$ cat src/rtl/alu_iter_exec.sv
// Execute-stage ALU: single-cycle add/sub/logic/pass-B, plus an iterative
// one-bit-per-cycle shifter for rotates and logical shifts, behind valid/ready.
module alu_iter_exec #(
  parameter int WIDTH = 16
) (
  input  logic             clk,
  input  logic             rst,
  input  logic             in_valid,
  output logic             in_ready,
  input  logic [3:0]       alu_op,
  input  logic             inv_a,
  input  logic             inv_b,
  input  logic [WIDTH-1:0] op_a,
  input  logic [WIDTH-1:0] op_b,
  output logic             out_valid,
  input  logic             out_ready,
  output logic [WIDTH-1:0] result,
  output logic             zero,
  output logic             cout,
  output logic             ovf
);

  localparam logic [3:0] OP_ADD = 4'd0;
  localparam logic [3:0] OP_SUB = 4'd1;
  localparam logic [3:0] OP_XOR = 4'd2;
  localparam logic [3:0] OP_AND = 4'd3;
  localparam logic [3:0] OP_ROL = 4'd4;
  localparam logic [3:0] OP_SLL = 4'd5;
  localparam logic [3:0] OP_ROR = 4'd6;
  localparam logic [3:0] OP_SRL = 4'd7;

  typedef enum logic [1:0] {IDLE, SHIFT, DONE} stateT;

  stateT            state, nextState;
  logic [3:0]       opReg;
  logic [3:0]       countReg;
  logic [WIDTH-1:0] workReg;
  logic [WIDTH-1:0] aCond, bCond;
  logic [WIDTH:0]   sumFull;
  logic [WIDTH-1:0] immResult;
  logic             immCout, immOvf;
  logic             isShift, accept, needsLoop;
  logic [WIDTH-1:0] stepped;

  assign in_ready  = (state == IDLE);
  assign out_valid = (state == DONE);
  assign accept    = in_valid && (state == IDLE);
  assign isShift   = (alu_op[3:2] == 2'b01);
  assign needsLoop = isShift && (op_b[3:0] != 4'd0);

  assign aCond   = inv_a ? ~op_a : op_a;
  assign bCond   = inv_b ? ~op_b : op_b;
  // inv_a doubles as carry-in so that ~A + B + 1 forms B - A
  assign sumFull = {1'b0, aCond} + {1'b0, bCond} + {{WIDTH{1'b0}}, inv_a};

  always_comb begin
    immResult = bCond;
    immCout   = 1'b0;
    immOvf    = 1'b0;
    case (alu_op)
      OP_ADD, OP_SUB: begin
        immResult = sumFull[WIDTH-1:0];
        immCout   = sumFull[WIDTH];
        immOvf    = (aCond[WIDTH-1] == bCond[WIDTH-1]) &&
                    (sumFull[WIDTH-1] != aCond[WIDTH-1]);
      end
      OP_XOR: immResult = aCond ^ bCond;
      OP_AND: immResult = aCond & bCond;
      OP_ROL, OP_SLL, OP_ROR, OP_SRL: immResult = aCond;
      default: immResult = bCond;
    endcase
  end

  always_comb begin
    stepped = workReg;
    case (opReg)
      OP_ROL: stepped = {workReg[WIDTH-2:0], workReg[WIDTH-1]};
      OP_SLL: stepped = {workReg[WIDTH-2:0], 1'b0};
      OP_ROR: stepped = {workReg[0], workReg[WIDTH-1:1]};
      OP_SRL: stepped = {1'b0, workReg[WIDTH-1:1]};
      default: stepped = workReg;
    endcase
  end

  always_ff @(posedge clk or posedge rst) begin
    if (rst) state <= IDLE;
    else     state <= nextState;
  end

  always_comb begin
    nextState = state;
    case (state)
      IDLE:  if (accept) nextState = needsLoop ? SHIFT : DONE;
      SHIFT: if (countReg == 4'd1) nextState = DONE;
      DONE:  if (out_ready) nextState = IDLE;
      default: nextState = IDLE;
    endcase
  end

  // Result registers only change when entering DONE, so they hold while stalled
  always_ff @(posedge clk or posedge rst) begin
    if (rst) begin
      opReg    <= 4'd0;
      countReg <= 4'd0;
      workReg  <= '0;
      result   <= '0;
      zero     <= 1'b0;
      cout     <= 1'b0;
      ovf      <= 1'b0;
    end else begin
      case (state)
        IDLE: begin
          if (accept) begin
            opReg    <= alu_op;
            countReg <= op_b[3:0];
            workReg  <= aCond;
            if (!needsLoop) begin
              result <= immResult;
              zero   <= (immResult == '0);
              cout   <= immCout;
              ovf    <= immOvf;
            end
          end
        end
        SHIFT: begin
          workReg  <= stepped;
          countReg <= countReg - 4'd1;
          if (countReg == 4'd1) begin
            result <= stepped;
            zero   <= (stepped == '0);
            cout   <= 1'b0;
            ovf    <= 1'b0;
          end
        end
        default: ;
      endcase
    end
  end

endmodule

$ cat config.mk
export PLATFORM = sky130hd
export DESIGN_NAME = alu_iter_exec
export DESIGN_NICKNAME = d
export VERILOG_FILES = /design/src/rtl/alu_iter_exec.sv
export SDC_FILE = /design/constraint.sdc
export NUM_CORES = 1
export LEC_CHECK = 0
export ABC_AREA = 1
export CORE_ASPECT_RATIO = 1.25
export CORE_MARGIN = 1
export CORE_UTILIZATION = 50
export DETAILED_ROUTE_END_ITERATION = 6
export GPL_ROUTABILITY_DRIVEN = 0
export PLACE_DENSITY = 0.77
export SLEW_MARGIN = 20
export SYNTH_ARGS = -nofsm -noshare
export SYNTH_HDL_FRONTEND = slang
export SYNTH_SLANG_ARGS = --single-unit
$ cat constraint.sdc
create_clock -name clk -period 2.3 [get_ports clk]
set_input_delay 0.46 -clock clk [delete_from_list [all_inputs] [get_ports clk]]
set_output_delay 0.46 -clock clk [all_outputs]
set_load 0.02 [all_outputs]
==> results of run 1 <==
-- per-stage QoR --
step	total power, mW	setup slack (ps)	cell area [um^2]	util	instances
6_report	6.344	-320.2	7726	0.8377	1088
5_1_grt	6.714	-344.6	7726	0.8377	1088
4_1_cts	5.924	-122.6	7332	0.7950	1079
3_5_place_dp	4.976	-1023	6645	0.7205	1049
3_3_place_gp	4.851	-880.2	6645	0.7205	1049
2_1_floorplan	3.550	-181.0	4936	-	752
-- logic make-up after synthesis --
| logic type | after synthesis | share of synthesized area |
|---|---|---|
| compound gates | 161 | 0.2074 |
| xor+xnor | 23 | 0.04361 |
| fa+ha+maj | 18 | 0.04858 |
| buf+inv | 138 | 0.1259 |
| flops | 45 | 0.2350 |
| simple gates | 367 | 0.3395 |
-- timing repair --
item,CTS,global route
pin swaps,58,60
hold endpoints to repair,0,0
endpoints found under the setup margin,18,15
gates resized for setup,136,100
setup buffers,26,11
-- layer usage --
metal | wire (um) | vias up | part of all wire | global-route usage
met5 | 0 | - | 0 | 0
met4 | 2048 | 0 | 0.096 | 0.2550
met3 | 2047 | 211 | 0.096 | 0.06672
met2 | 10100 | 581 | 0.47 | 0.6495
met1 | 7180 | 3058 | 0.34 | 0.4287
li1 | - | 2899 | - | -
-- worst max-delay path, stage by stage --
cell      delay (ps)
buf_12           130
buf_12           160
xnor2_4          210
inv_2             70
ha_4             310
nand2_4           80
nor3_4           220
nor3b_4          360
nand2_2          140
buf_4            150
nand3_1           50
nand3_1           70
nand2_1           70
nand2_2           60
buf_4            140
o221ai_2         120
-- flip-flops by register name, indices dropped and copies added (netlist names) --
| name | flops |
|---|---|
| result | 16 |
| workReg | 16 |
| countReg | 4 |
| opReg | 4 |
| state | 2 |
| cout | 1 |
| ovf | 1 |
| zero | 1 |
-- power by group through the flow --
stage	combinational (mW)	sequential [mW]	clock [mW]
after global placement	3.41	1.44	0
after CTS	3.75	1.46	0.720
after detailed placement	3.51	1.46	0
after global routing	4.43	1.52	0.764
after floorplan	1.99	1.56	0
final	4.14	1.48	0.731
-- Yosys cell counts, types with 3 or more instances --
cell type / instances
xor2_1: 4
inv_2: 3
nand3b_1: 3
o21a_1: 7
nor2_1: 32
o31ai_1: 3
or2_2: 10
a221oi_1: 10
o22ai_1: 3
nand2_1: 222
o21ai_0: 51
a21oi_1: 49
inv_1: 104
o211ai_1: 7
buf_6: 6
ha_1: 17
nor3_1: 5
o221ai_1: 20
xnor2_1: 18
a31oi_1: 4
nand4_1: 5
clkbuf_1: 17
nand2_4: 3
dfrtp_1: 45
nand3_1: 45
nand2_2: 35
-- layout make-up --
type | instances | area [um^2]
Clock buffer | 7 | 142.6
Fill cell | 492 | 1496
Inverter | 109 | 419.2
Multi-Input combinational cell | 569 | 3859
Sequential cell | 45 | 1126
Tap cell | 123 | 153.9
Timing Repair Buffer | 235 | 2026
-- final timing paths --
path                       startpoint          end  slack, ps  depth (start not counted)
setup / recovery                inv_a   result[15]       -320                         16
hold / removal              result[6]    result[6]        490                          1
setup reg to reg             opReg[3]         zero        260                         10
hold reg to reg             result[6]    result[6]        490                          1
max in group asynchronous         rst   result[14]       1290                          3
min in group asynchronous         rst  countReg[3]        610                          3
==> insert_results.sql, run 1 <==
INSERT INTO impl_metrics (metric_group, metric, value, unit) VALUES
('run_status', 'run_status', 'finished, violations left', ''),
('run_status', 'failing_checks', 'setup timing', ''),
('pwr', 'worst_ir_drop_vdd', '0.0004193', 'V'),
('floorplanning', 'fp.dieW', '89.55', 'um'),
('pwr', 'power_report.internal_total', '3.373', 'mW'),
('yosys', 'synth.largest_area_cell', 'dfrtp_1', ''),
('timing', 'setup_violations', '14', ''),
('floorplanning', 'boundaryPins', '63', ''),
('routing', 'routedWlPerCell', '19.65', 'um'),
('yosys', 'synth-warning-count', '0', ''),
('setup_path', 'worstPathMaxFanout', '7', ''),
('global_routing', 'grt_start_max_net_pins', '46', ''),
('placed_design', 'port-buffer-count', '62', ''),
('yosys', 'post_synth_main_area_contributors', 'dfrtp_1 24%, nand2_1 17%, inv_1 8.1%, o21ai_0 5.3%, a21oi_1 5.1%', ''),
('floorplanning', 'placeableCoreArea', '9223', 'um^2'),
('yosys', 'area_share_of_the_largest_cell_type_after_synthesis', '0.2350', ''),
('routing', 'drt_first_pass_iters', '5', ''),
('pwr', 'p_per_area', '821.1', 'nW/um^2'),
('global_routing', 'grt_pass1_vias', '6491', ''),
('routing', 'drt_wl_total', '21.37', 'mm'),
('floorplanning', 'fp.dieH', '111.4', 'um'),
('clock_network', 'worst_skew_pair.late_latency', '300', 'ps'),
('global_routing', 'overflow', '0', ''),
('pwr', 'p_seq_frac', '0.233', ''),
('layout', 'final_nets', '1025', ''),
('clock_network', 'clock_tree.root_cell', 'clkbuf_16', ''),
('yosys', 'synth_enable_flop_cells', '0', ''),
('global_routing', 'first_pass_grt_wire_length', '29.93', 'mm'),
('floorplanning', 'dieArea', '9979', 'um^2'),
('clock_network', 'cts_htree_levels', '2', ''),
('yosys', 'synth_nets', '812', ''),
('clock_network', 'numCtsBuffers', '5', ''),
('timing', 'fmax', '381.7', 'MHz'),
('clock_network', 'cts.sinks', '45', ''),
('clock_network', 'worst_setup_hold_path_clk_slew', '60', 'ps'),
('clock_network', 'tritoncts', 'yes', ''),
('timing', 'fin_ws', '-320.2', 'ps'),
('yosys', 'synth.yosys.seq_area_share', '0.2350', ''),
('routing', 'drcViolationCount', '0', ''),
('setup_path', 'critPathLaunchType', 'primary input', ''),
('job', 'maxCapViolations', '0', ''),
('yosys', 'syn-cell-area', '4791', 'um^2'),
('timing', 'part_of_the_cycle_the_worst_path_needs', '1.139', ''),
('min_path', 'hold_path.class', 'flop to flop', ''),
('timing', 'fin_skew', '3.056', 'ps'),
('clock_network', 'clockBufferDepth', '2', ''),
('pwr', 'net-switching-power', '2.972', 'mW'),
('timing', 'setup_repair_after_global_routing_missed_its_margin', 'yes', ''),
('setup_path', 'worstSetupPathType', 'primary input to flop', ''),
('routing', 'drt.antenna.violating_nets', '0', ''),
('timing', 'final.setup.tns', '-1812', 'ps'),
('pwr', 'total_leakage_power', '3.809', 'nW'),
('pwr', 'power.share.switching', '0.4684', ''),
('yosys', 'ys_dominant_reg_cell', 'dfrtp_1', ''),
('routing', 'routed-via-count', '6749', ''),
('yosys', 'synthesis.area_per_instance', '6.371', 'um^2'),
('layout', 'post_route_cells_drive_above_1_share', '0.3959', ''),
('timing', 'hold_violations', '0', ''),
('yosys', 'ys_seq_elements', '45', ''),
('layout', 'final_cell_mix', '175 x nand2_1, 156 x buf_4, 80 x inv_1, 64 x nand2_2, 45 x dfrtp_1', ''),
('pwr', 'clockPowerShare', '0.115', ''),
('placed_design', 'detailedPlacementHpwl', '12.79', 'mm'),
('floorplanning', 'initial_utilization', '0.5195', ''),
('pwr', 'power.combinational.fraction', '0.652', ''),
('clock_network', 'cts_hold_buf', '0', ''),
('layout', 'layout_commonest_cell', 'nand2_1', ''),
('global_routing', 'number_of_antenna_violations_at_the_first_check_in_global_routing', '0', ''),
('timing', 'relSlewSlack', '0.6153', ''),
('routing', 'vias_per_cell', '6.203', ''),
('routing', 'drt-initial-drc-count', '866', ''),
('timing', 'finalCriticalPeriod', '2620', 'ps'),
('timing', 'whs', '486.0', 'ps'),
('setup_path', 'crit_arrival', '2830', 'ps'),
('global_routing', 'grt_util_all_layers', '0.3840', ''),
('setup_path', 'end_kind', 'flop', ''),
('timing', 'timing_max_transition_violations_final', '0', ''),
('yosys', 'synth.distinct_cells', '46', ''),
('setup_path', 'worstPathRequired', '2510', 'ps'),
('yosys', 'synthArstFlopShare', '1.000', ''),
('yosys', 'syn_inst', '752', ''),
('floorplanning', 'row_count', '39', ''),
('layout', 'antenna_cells_inserted', '0', ''),
('layout', 'area.growth.synth_to_final', '61.27', '%'),
('timing', 'worst_slew_pin_slew', '577.0', 'ps');
Power figures use the tool's default switching activity.
==> inputs of run 2 (changes only) <==
- REMOVE_ABC_BUFFERS: not set -> 1
==> run 2 against run 1 <==
Against the previous run: the run now fails in global routing; area after synthesis did not move; synthesized cell count did not move.
==> insert_results.sql, run 2 <==
INSERT INTO impl_metrics (metric_group, metric, value, unit) VALUES
('floorplanning', 'row_count', '39', ''),
('yosys', 'synthesis.area_per_instance', '6.371', 'um^2'),
('yosys', 'post_synth_main_area_contributors', 'dfrtp_1 24%, nand2_1 17%, inv_1 8.1%, o21ai_0 5.3%, a21oi_1 5.1%', ''),
('yosys', 'synth_enable_flop_cells', '0', ''),
('timing', 'worst-ep-kind', 'sequential cell input', ''),
('global_routing', 'grt_util_all_layers', '0.6488', ''),
('run_status', 'flow.stopped_at', 'global routing', ''),
('yosys', 'synth.largest_area_cell', 'dfrtp_1', ''),
('yosys', 'synthArstFlopShare', '1.000', ''),
('yosys', 'synth_top_cells_by_count', '222 x nand2_1, 104 x inv_1, 51 x o21ai_0', ''),
('timing', 'crit_endpoint', 'zero$_DFFE_PP0P_/D', ''),
('clock_network', 'clockBufferDepth', '2', ''),
('run_status', 'run.stop_error', '[ERROR GRT-0232] Routing congestion too high. Check the congestion heatmap in the GUI.', ''),
('placed_design', 'placement.setup.worst_slack', '-1022', 'ps'),
('global_routing', 'grt_start_max_net_pins', '28', ''),
('global_routing', 'overflow', '8', ''),
('floorplanning', 'boundaryPins', '63', ''),
('yosys', 'syn_inst', '752', ''),
('clock_network', 'numCtsBuffers', '5', ''),
('yosys', 'synth.distinct_cells', '46', ''),
('clock_network', 'clock_tree.root_cell', 'clkbuf_16', ''),
('yosys', 'area_share_of_the_largest_cell_type_after_synthesis', '0.2350', ''),
('floorplanning', 'initial_utilization', '0.5195', ''),
('yosys', 'syn-cell-area', '4791', 'um^2'),
('yosys', 'synth.yosys.seq_area_share', '0.2350', ''),
('clock_network', 'cts_htree_levels', '2', ''),
('placed_design', 'port-buffer-count', '62', ''),
('placed_design', 'placement.cell_area', '6497', 'um^2'),
('clock_network', 'cts.sinks', '45', ''),
('yosys', 'synth-warning-count', '0', ''),
('floorplanning', 'fp.dieH', '111.4', 'um'),
('placed_design', 'detailedPlacementHpwl', '12.97', 'mm'),
('yosys', 'ys_seq_elements', '45', ''),
('yosys', 'synth_most_common_cell', 'nand2_1', ''),
('run_status', 'run_status', 'aborted with a tool error', ''),
('floorplanning', 'fp.dieW', '89.55', 'um'),
('yosys', 'ys_dominant_reg_cell', 'dfrtp_1', '');
==> run 2: stage by stage <==
| stage | TNS (ps) | std cells | hold WS [ps] | utilization |
|---|---|---|---|---|
| after floorplan | -7543 | 723 | 453.0 | - |
| after global placement | -13110 | 1052 | 461.6 | 0.7045 |
| after detailed placement | -14720 | 1052 | 465.4 | 0.7045 |
| after CTS | -176.6 | 1082 | 481.9 | 0.8060 |
==> run 2: timing repair <==
item	4_1_cts
pin swaps	69
setup endpoints to repair	18
resized for setup	171
cloned	1
hold buffers	0
buffers inserted	23
==> run 2: metal layers <==
layer  track usage  GRT overflow
met1        0.6504             0
met3        0.4566             0
met5       0.06952             0
met2        0.8556             3
met4        0.6011             5
==> run 2: kinds of logic after synthesis <==
| kind of cell | synth area share |
|---|---|
| xor+xnor | 0.04361 |
| simple gates | 0.3395 |
| buf+inv | 0.1259 |
| flops | 0.2350 |
| fa+ha+maj | 0.04858 |
| compound gates | 0.2074 |
==> inputs of run 3 (changes only) <==
- CORE_ASPECT_RATIO: 1.25 -> not set
- CORE_UTILIZATION: 50 -> 35
- PLACE_DENSITY: 0.77 -> not set
- PLACE_DENSITY_LB_ADDON: not set -> 0.15
==> run 3 against run 2 <==
Against the previous run: the flow now finishes, with violations (setup timing).
==> insert_results.sql, run 3 (synthesis gave the netlist of run 1 again) <==
INSERT INTO impl_metrics (metric_group, metric, value, unit) VALUES
('layout', 'post_route_cells_drive_above_1_share', '0.3755', ''),
('clock_network', 'cts_hold_buf', '0', ''),
('global_routing', 'first_pass_grt_wire_length', '28.43', 'mm'),
('setup_path', 'worstPathMaxFanout', '7', ''),
('timing', 'hold_violations', '0', ''),
('global_routing', 'overflow', '0', ''),
('layout', 'final_cell_mix', '189 x nand2_1, 171 x buf_4, 90 x inv_1, 57 x nand2_2, 45 x dfrtp_1', ''),
('floorplanning', 'initial_utilization', '0.3603', ''),
('placed_design', 'placement.cell_area', '6674', 'um^2'),
('clock_network', 'worst_setup_hold_path_clk_slew', '60', 'ps'),
('layout', 'postLayoutCoreUtil', '0.5849', ''),
('timing', 'whs', '481.6', 'ps'),
('floorplanning', 'row_count', '42', ''),
('clock_network', 'clockBufferDepth', '2', ''),
('timing', 'final.setup.tns', '-241.3', 'ps'),
('timing', 'relSlewSlack', '0.7051', ''),
('placed_design', 'port-buffer-count', '62', ''),
('floorplanning', 'placeableCoreArea', '13300', 'um^2'),
('clock_network', 'worst_skew_pair.late_latency', '290', 'ps'),
('timing', 'fin_skew', '7.542', 'ps'),
('setup_path', 'critPathLaunchType', 'primary input', ''),
('routing', 'drt-initial-drc-count', '474', ''),
('routing', 'drt.antenna.violating_nets', '0', ''),
('timing', 'fin_ws', '-112.6', 'ps'),
('run_status', 'failing_checks', 'setup timing', ''),
('layout', 'area.growth.synth_to_final', '62.31', '%'),
('layout', 'post_layout_nonfiller_instances', '1156', ''),
('layout', 'postLayoutCellArea', '7776', 'um^2'),
('placed_design', 'detailedPlacementHpwl', '13.06', 'mm'),
('floorplanning', 'dieArea', '14160', 'um^2'),
('clock_network', 'cts.sinks', '45', ''),
('min_path', 'min_delay_path_depth', '2', ''),
('setup_path', 'crit_arrival', '2640', 'ps'),
('pwr', 'total_leakage_power', '3.851', 'nW'),
('floorplanning', 'boundaryPins', '63', ''),
('min_path', 'min_to', 'result[4]', ''),
('min_path', 'worst_hold_startpoint', 'result[4]', ''),
('clock_network', 'cts_htree_levels', '2', ''),
('routing', 'drt_first_pass_iters', '5', ''),
('timing', 'fmax', '414.5', 'MHz'),
('global_routing', 'number_of_antenna_violations_at_the_first_check_in_global_routing', '0', ''),
('setup_path', 'r2r.worst_path.cells', '8', ''),
('timing', 'setup_violations', '5', ''),
('job', 'maxCapViolations', '0', ''),
('setup_path', 'worstPathRequired', '2520', 'ps'),
('timing', 'timing_max_transition_violations_final', '0', ''),
('placed_design', 'placement.setup.worst_slack', '-949.2', 'ps'),
('floorplanning', 'fp.dieW', '119.0', 'um'),
('global_routing', 'grt_pass1_vias', '5917', ''),
('routing', 'vias_per_cell', '5.125', ''),
('routing', 'routed-via-count', '5925', ''),
('pwr', 'design_power_total', '6.177', 'mW'),
('routing', 'routedWlPerCell', '15.46', 'um'),
('setup_path', 'worstSetupPathType', 'primary input to flop', ''),
('min_path', 'hold_path.class', 'flop to flop', ''),
('clock_network', 'tritoncts', 'yes', ''),
('pwr', 'worst_ir_drop_vdd', '0.0003956', 'V'),
('layout', 'multiInputGateArea', '3731', 'um^2'),
('layout', 'layout_commonest_cell', 'nand2_1', ''),
('global_routing', 'grt_start_max_net_pins', '46', ''),
('floorplanning', 'fp.dieH', '119.0', 'um'),
('pwr', 'p_per_area', '794.4', 'nW/um^2'),
('timing', 'worst_slew_pin_slew', '440.8', 'ps'),
('clock_network', 'numCtsBuffers', '5', ''),
('timing', 'setup_repair_after_global_routing_missed_its_margin', 'yes', ''),
('placed_design', 'dp_cells', '1113', ''),
('setup_path', 'end_kind', 'flop', ''),
('timing', 'finalCriticalPeriod', '2413', 'ps'),
('layout', 'sequential_cell_area', '1126', 'um^2'),
('clock_network', 'clock_tree.root_cell', 'clkbuf_16', ''),
('timing', 'part_of_the_cycle_the_worst_path_needs', '1.049', ''),
('routing', 'drt_wl_total', '17.88', 'mm'),
('layout', 'antenna_cells_inserted', '0', ''),
('setup_path', 'critical_path.reg2reg.endpoint', 'zero', ''),
('setup_path', 'rr_startpoint', 'opReg[3]', ''),
('run_status', 'run_status', 'finished, violations left', ''),
('global_routing', 'grt_util_all_layers', '0.2522', ''),
('setup_path', 'register_to_register_setup_slack', '250', 'ps'),
('routing', 'drcViolationCount', '0', ''),
('layout', 'final.fill_count', '1177', ''),
('layout', 'final_nets', '1039', ''),
('layout', 'largest_regs', 'result x16, workReg x16', '');
[run 3: worst max path at each step]
stage,startpoint,to,slack [ps],depth (start not counted)
finish,inv_b,zero,-110,19
global route,inv_b,zero,-280,19
CTS,inv_b,zero,-60,19
detailed placement,inv_b,zero,-950,19
global placement,inv_a,zero,-960,20
floorplan,state[0],ovf,-610,10
[run 3: final cells by class]
cell class              count  area share
multi-input cells         569      0.4798
repair buffers            249      0.2747
clock inverters             2    0.001287
well taps                 176     0.02832
clock buffers               6     0.01657
flip-flops and latches     45      0.1448
inverters                 109     0.05455
[run 3: per-layer routing]
layer  vias to the layer above  track usage  routed length (um)
met5                         -            0                   0
met4                         0       0.1013                 560
met3                        54      0.02730                1011
met2                       210       0.4502                8836
met1                      2736       0.3071                7468
li1                       2925            -                   -
[run 3: critical path: stages]
cell and delay [ps]:
buf_12 110, buf_12 150, buf_8 140, xnor2_4 170
inv_2 60, ha_4 290, inv_4 40, nor3_4 190
nor3b_4 240, nand2_4 90, nand2_4 70, nand2_2 50
nand3_2 60, nand2_1 50, nand2_1 90, nand2_1 60
nor2_1 80, nand3_1 90, a21oi_2 120
[run 3: where the power goes]
group / switching, mW / internal, mW
Combinational: 2.23 / 1.81
Clock: 0.301 / 0.399
Sequential: 0.254 / 1.18
Total: 2.79 / 3.39
[run 3: timing repair]
action / in CTS / in global routing
cloned: 1 / 0
endpoints found under the setup margin: 18 / 16
buffers inserted: 28 / 9
pin swaps: 59 / 48
gates resized for setup: 148 / 65
==> inputs of run 4 (changes only) <==
- GPL_ROUTABILITY_DRIVEN: 0 -> not set
==> run 4 against run 3 <==
Against the previous run: the flow still finishes with violations (setup timing); via count up 1.4%; clock power barely moved; register-to-register slack better by 20 ps; largest power group unchanged.
==> insert_results.sql, run 4 (synthesis gave the netlist of run 1 again) <==
INSERT INTO impl_metrics (metric_group, metric, value, unit) VALUES
('timing', 'hold_violations', '0', ''),
('global_routing', 'overflow', '0', ''),
('layout', 'postLayoutCoreUtil', '0.5959', ''),
('clock_network', 'worst_setup_hold_path_clk_slew', '60', 'ps'),
('global_routing', 'grt_util_all_layers', '0.2538', ''),
('clock_network', 'cts_htree_levels', '2', ''),
('pwr', 'worst_ir_drop_vdd', '0.0003991', 'V'),
('floorplanning', 'fp.dieW', '119.0', 'um'),
('setup_path', 'critPathLaunch', 'inv_b', ''),
('run_status', 'run_status', 'finished, violations left', ''),
('global_routing', 'first_pass_grt_wire_length', '28.75', 'mm'),
('setup_path', 'largest_delay_contributor_family_on_the_critical_path', 'simple AND/OR/NAND/NOR gates', ''),
('layout', 'post_route_cells_drive_above_1_share', '0.3960', ''),
('clock_network', 'clockBufferDepth', '2', ''),
('pwr', 'power.share.switching', '0.4499', ''),
('timing', 'relSlewSlack', '0.7379', ''),
('clock_network', 'cts.sinks', '45', ''),
('timing', 'fmax', '407.1', 'MHz'),
('timing', 'timing_max_transition_violations_final', '0', ''),
('setup_path', 'crit_path_end', 'zero', ''),
('setup_path', 'crit_arrival', '2680', 'ps'),
('layout', 'area.growth.synth_to_final', '65.37', '%'),
('pwr', 'clockPowerShare', '0.112', ''),
('layout', 'largest_regs', 'result x16, workReg x16', ''),
('floorplanning', 'dieArea', '14160', 'um^2'),
('timing', 'whs', '458.6', 'ps'),
('routing', 'vias_per_cell', '5.150', ''),
('placed_design', 'detailedPlacementHpwl', '13.49', 'mm'),
('setup_path', 'worstPathRequired', '2520', 'ps'),
('timing', 'fin_ws', '-156.5', 'ps'),
('pwr', 'p_seq_frac', '0.231', ''),
('timing', 'setup_repair_after_global_routing_missed_its_margin', 'yes', ''),
('setup_path', 'worstPathMaxFanout', '6', ''),
('floorplanning', 'boundaryPins', '63', ''),
('floorplanning', 'placeableCoreArea', '13300', 'um^2'),
('layout', 'antenna_cells_inserted', '0', ''),
('pwr', 'power.combinational.fraction', '0.657', ''),
('setup_path', 'timing.critical_path.cells', 'buf_12 -> buf_12 -> buf_12 -> xnor2_4 -> inv_2 -> ha_4 -> nand2_4 -> nor3_4 -> nor3b_4 -> nand2_2 -> nand2_2 -> nand2_2 -> nand3_2 -> nand2_1 -> nand2_1 -> nand2_1 -> nor2_1 -> nand3_1 -> a21oi_2', ''),
('clock_network', 'numCtsBuffers', '5', ''),
('routing', 'drt_first_pass_iters', '7', ''),
('clock_network', 'clock_tree.root_cell', 'clkbuf_16', ''),
('placed_design', 'port-buffer-count', '62', ''),
('clock_network', 'cts_hold_buf', '0', ''),
('setup_path', 'crit_slowest_cell', 'ha_4', ''),
('setup_path', 'rr_startpoint', 'state[0]', ''),
('run_status', 'failing_checks', 'setup timing', ''),
('layout', 'final_cell_mix', '182 x nand2_1, 180 x buf_4, 84 x inv_1, 63 x nand2_2, 45 x dfrtp_1', ''),
('setup_path', 'critPathLaunchType', 'primary input', ''),
('setup_path', 'timing.critical_path.slowest_cell_delay', '290', 'ps'),
('routing', 'routed-via-count', '6005', ''),
('timing', 'part_of_the_cycle_the_worst_path_needs', '1.068', ''),
('clock_network', 'worst_skew_pair.late_latency', '290', 'ps'),
('floorplanning', 'row_count', '42', ''),
('timing', 'worst_slew_pin_slew', '388.2', 'ps'),
('pwr', 'design_power_total', '6.240', 'mW'),
('pwr', 'net-switching-power', '2.807', 'mW'),
('layout', 'layout_commonest_cell', 'nand2_1', ''),
('setup_path', 'critical_path.reg2reg.endpoint', 'zero', ''),
('setup_path', 'end_kind', 'flop', ''),
('clock_network', 'tritoncts', 'yes', ''),
('pwr', 'power_report.internal_total', '3.433', 'mW'),
('setup_path', 'r2r.worst_path.cells', '13', ''),
('setup_path', 'register_to_register_setup_slack', '270', 'ps'),
('min_path', 'hold_path.class', 'primary input to async pin', ''),
('routing', 'drt.antenna.violating_nets', '0', ''),
('placed_design', 'dp_cells', '1122', ''),
('routing', 'drt_wl_total', '18.08', 'mm'),
('routing', 'routedWlPerCell', '15.51', 'um'),
('routing', 'drcViolationCount', '0', ''),
('setup_path', 'worstSetupPathType', 'primary input to flop', ''),
('layout', 'final.fill_count', '1218', ''),
('layout', 'final_nets', '1049', ''),
('job', 'maxCapViolations', '0', ''),
('global_routing', 'number_of_antenna_violations_at_the_first_check_in_global_routing', '0', ''),
('pwr', 'p_per_area', '787.6', 'nW/um^2'),
('timing', 'setup_violations', '8', ''),
('pwr', 'total_leakage_power', '3.920', 'nW'),
('floorplanning', 'fp.dieH', '119.0', 'um'),
('routing', 'drt-initial-drc-count', '555', ''),
('setup_path', 'cp.buffers_inverters', '4', ''),
('timing', 'fin_skew', '3.765', 'ps'),
('layout', 'post_layout_nonfiller_instances', '1166', ''),
('timing', 'final.setup.tns', '-569.4', 'ps'),
('global_routing', 'grt_pass1_vias', '5770', ''),
('global_routing', 'grt_start_max_net_pins', '28', ''),
('setup_path', 'timing.critical_path.depth', '19', ''),
('timing', 'finalCriticalPeriod', '2457', 'ps'),
('placed_design', 'routabilityCongestion', '0.9613', ''),
('floorplanning', 'initial_utilization', '0.3603', '');
-- run 4: changes by cell type in the layout (fill, tap and decap cells not counted), moves of 3 or more --
cell | before | now
nand2_1 | 189 | 182
nor2_1 | 29 | 25
a21oi_2 | 13 | 10
inv_1 | 90 | 84
buf_4 | 171 | 180
nor2_2 | 2 | 6
inv_2 | 16 | 23
clkdlybuf4s15_1 | 4 | 1
nand2_2 | 57 | 63
dlymetal6s2s_1 | 1 | 4
-- run 4: timing repair --
item | in CTS | in global routing
setup endpoints to repair | 18 | 17
setup buffers | 17 | 18
gates cloned | 2 | 0
pin swaps | 45 | 66
gates resized for setup | 126 | 103
-- run 4: worst min-delay path by stage --
stage | startpoint | to | slack (ps) | cells after the start
final | rst | state[0] | 460 | 2
after global routing | rst | state[0] | 500 | 2
after CTS | rst | state[0] | 470 | 2
after detailed placement | result[3] | result[3] | 470 | 2
after global placement | result[4] | result[4] | 460 | 2
after floorplan | opReg[0] | opReg[0] | 450 | 2
-- run 4: routing by layer --
metal  global-route usage  share of wire  vias to the layer above
met4              0.07753          0.018                        0
met2               0.4310           0.50                      205
met3              0.02730          0.047                       26
li1                     -              -                     2948
met1               0.3365           0.44                     2826
met5                    0              0                        -
-- run 4: layout make-up --
| type | instances | area [um^2] | share of cell area |
|---|---|---|---|
| Sequential cell | 45 | 1126 | 0.1421 |
| Inverter | 109 | 421.7 | 0.05322 |
| Timing Repair Buffer | 259 | 2238 | 0.2825 |
| Multi-Input combinational cell | 569 | 3780 | 0.4771 |
| Tap cell | 176 | 220.2 | 0.02780 |
| Clock buffer | 8 | 136.4 | 0.01721 |
-- run 4: metrics by stage --
stage                     area [um^2]  setup WS (ps)
after detailed placement         6741         -956.9
after floorplan                  4604         -606.4
after global placement           6741         -914.9
after global routing             7923         -281.5
after CTS                        7436         -118.2
final                            7923         -156.5
-- run 4: power by group through the flow --
stage	sequential [mW]	clock (mW)	combinational [mW]
after global routing	1.48	0.736	4.47
final	1.44	0.698	4.10
after floorplan	1.59	0	1.80
after CTS	1.43	0.711	3.82
after global placement	1.43	0	3.56
after detailed placement	1.44	0	3.60
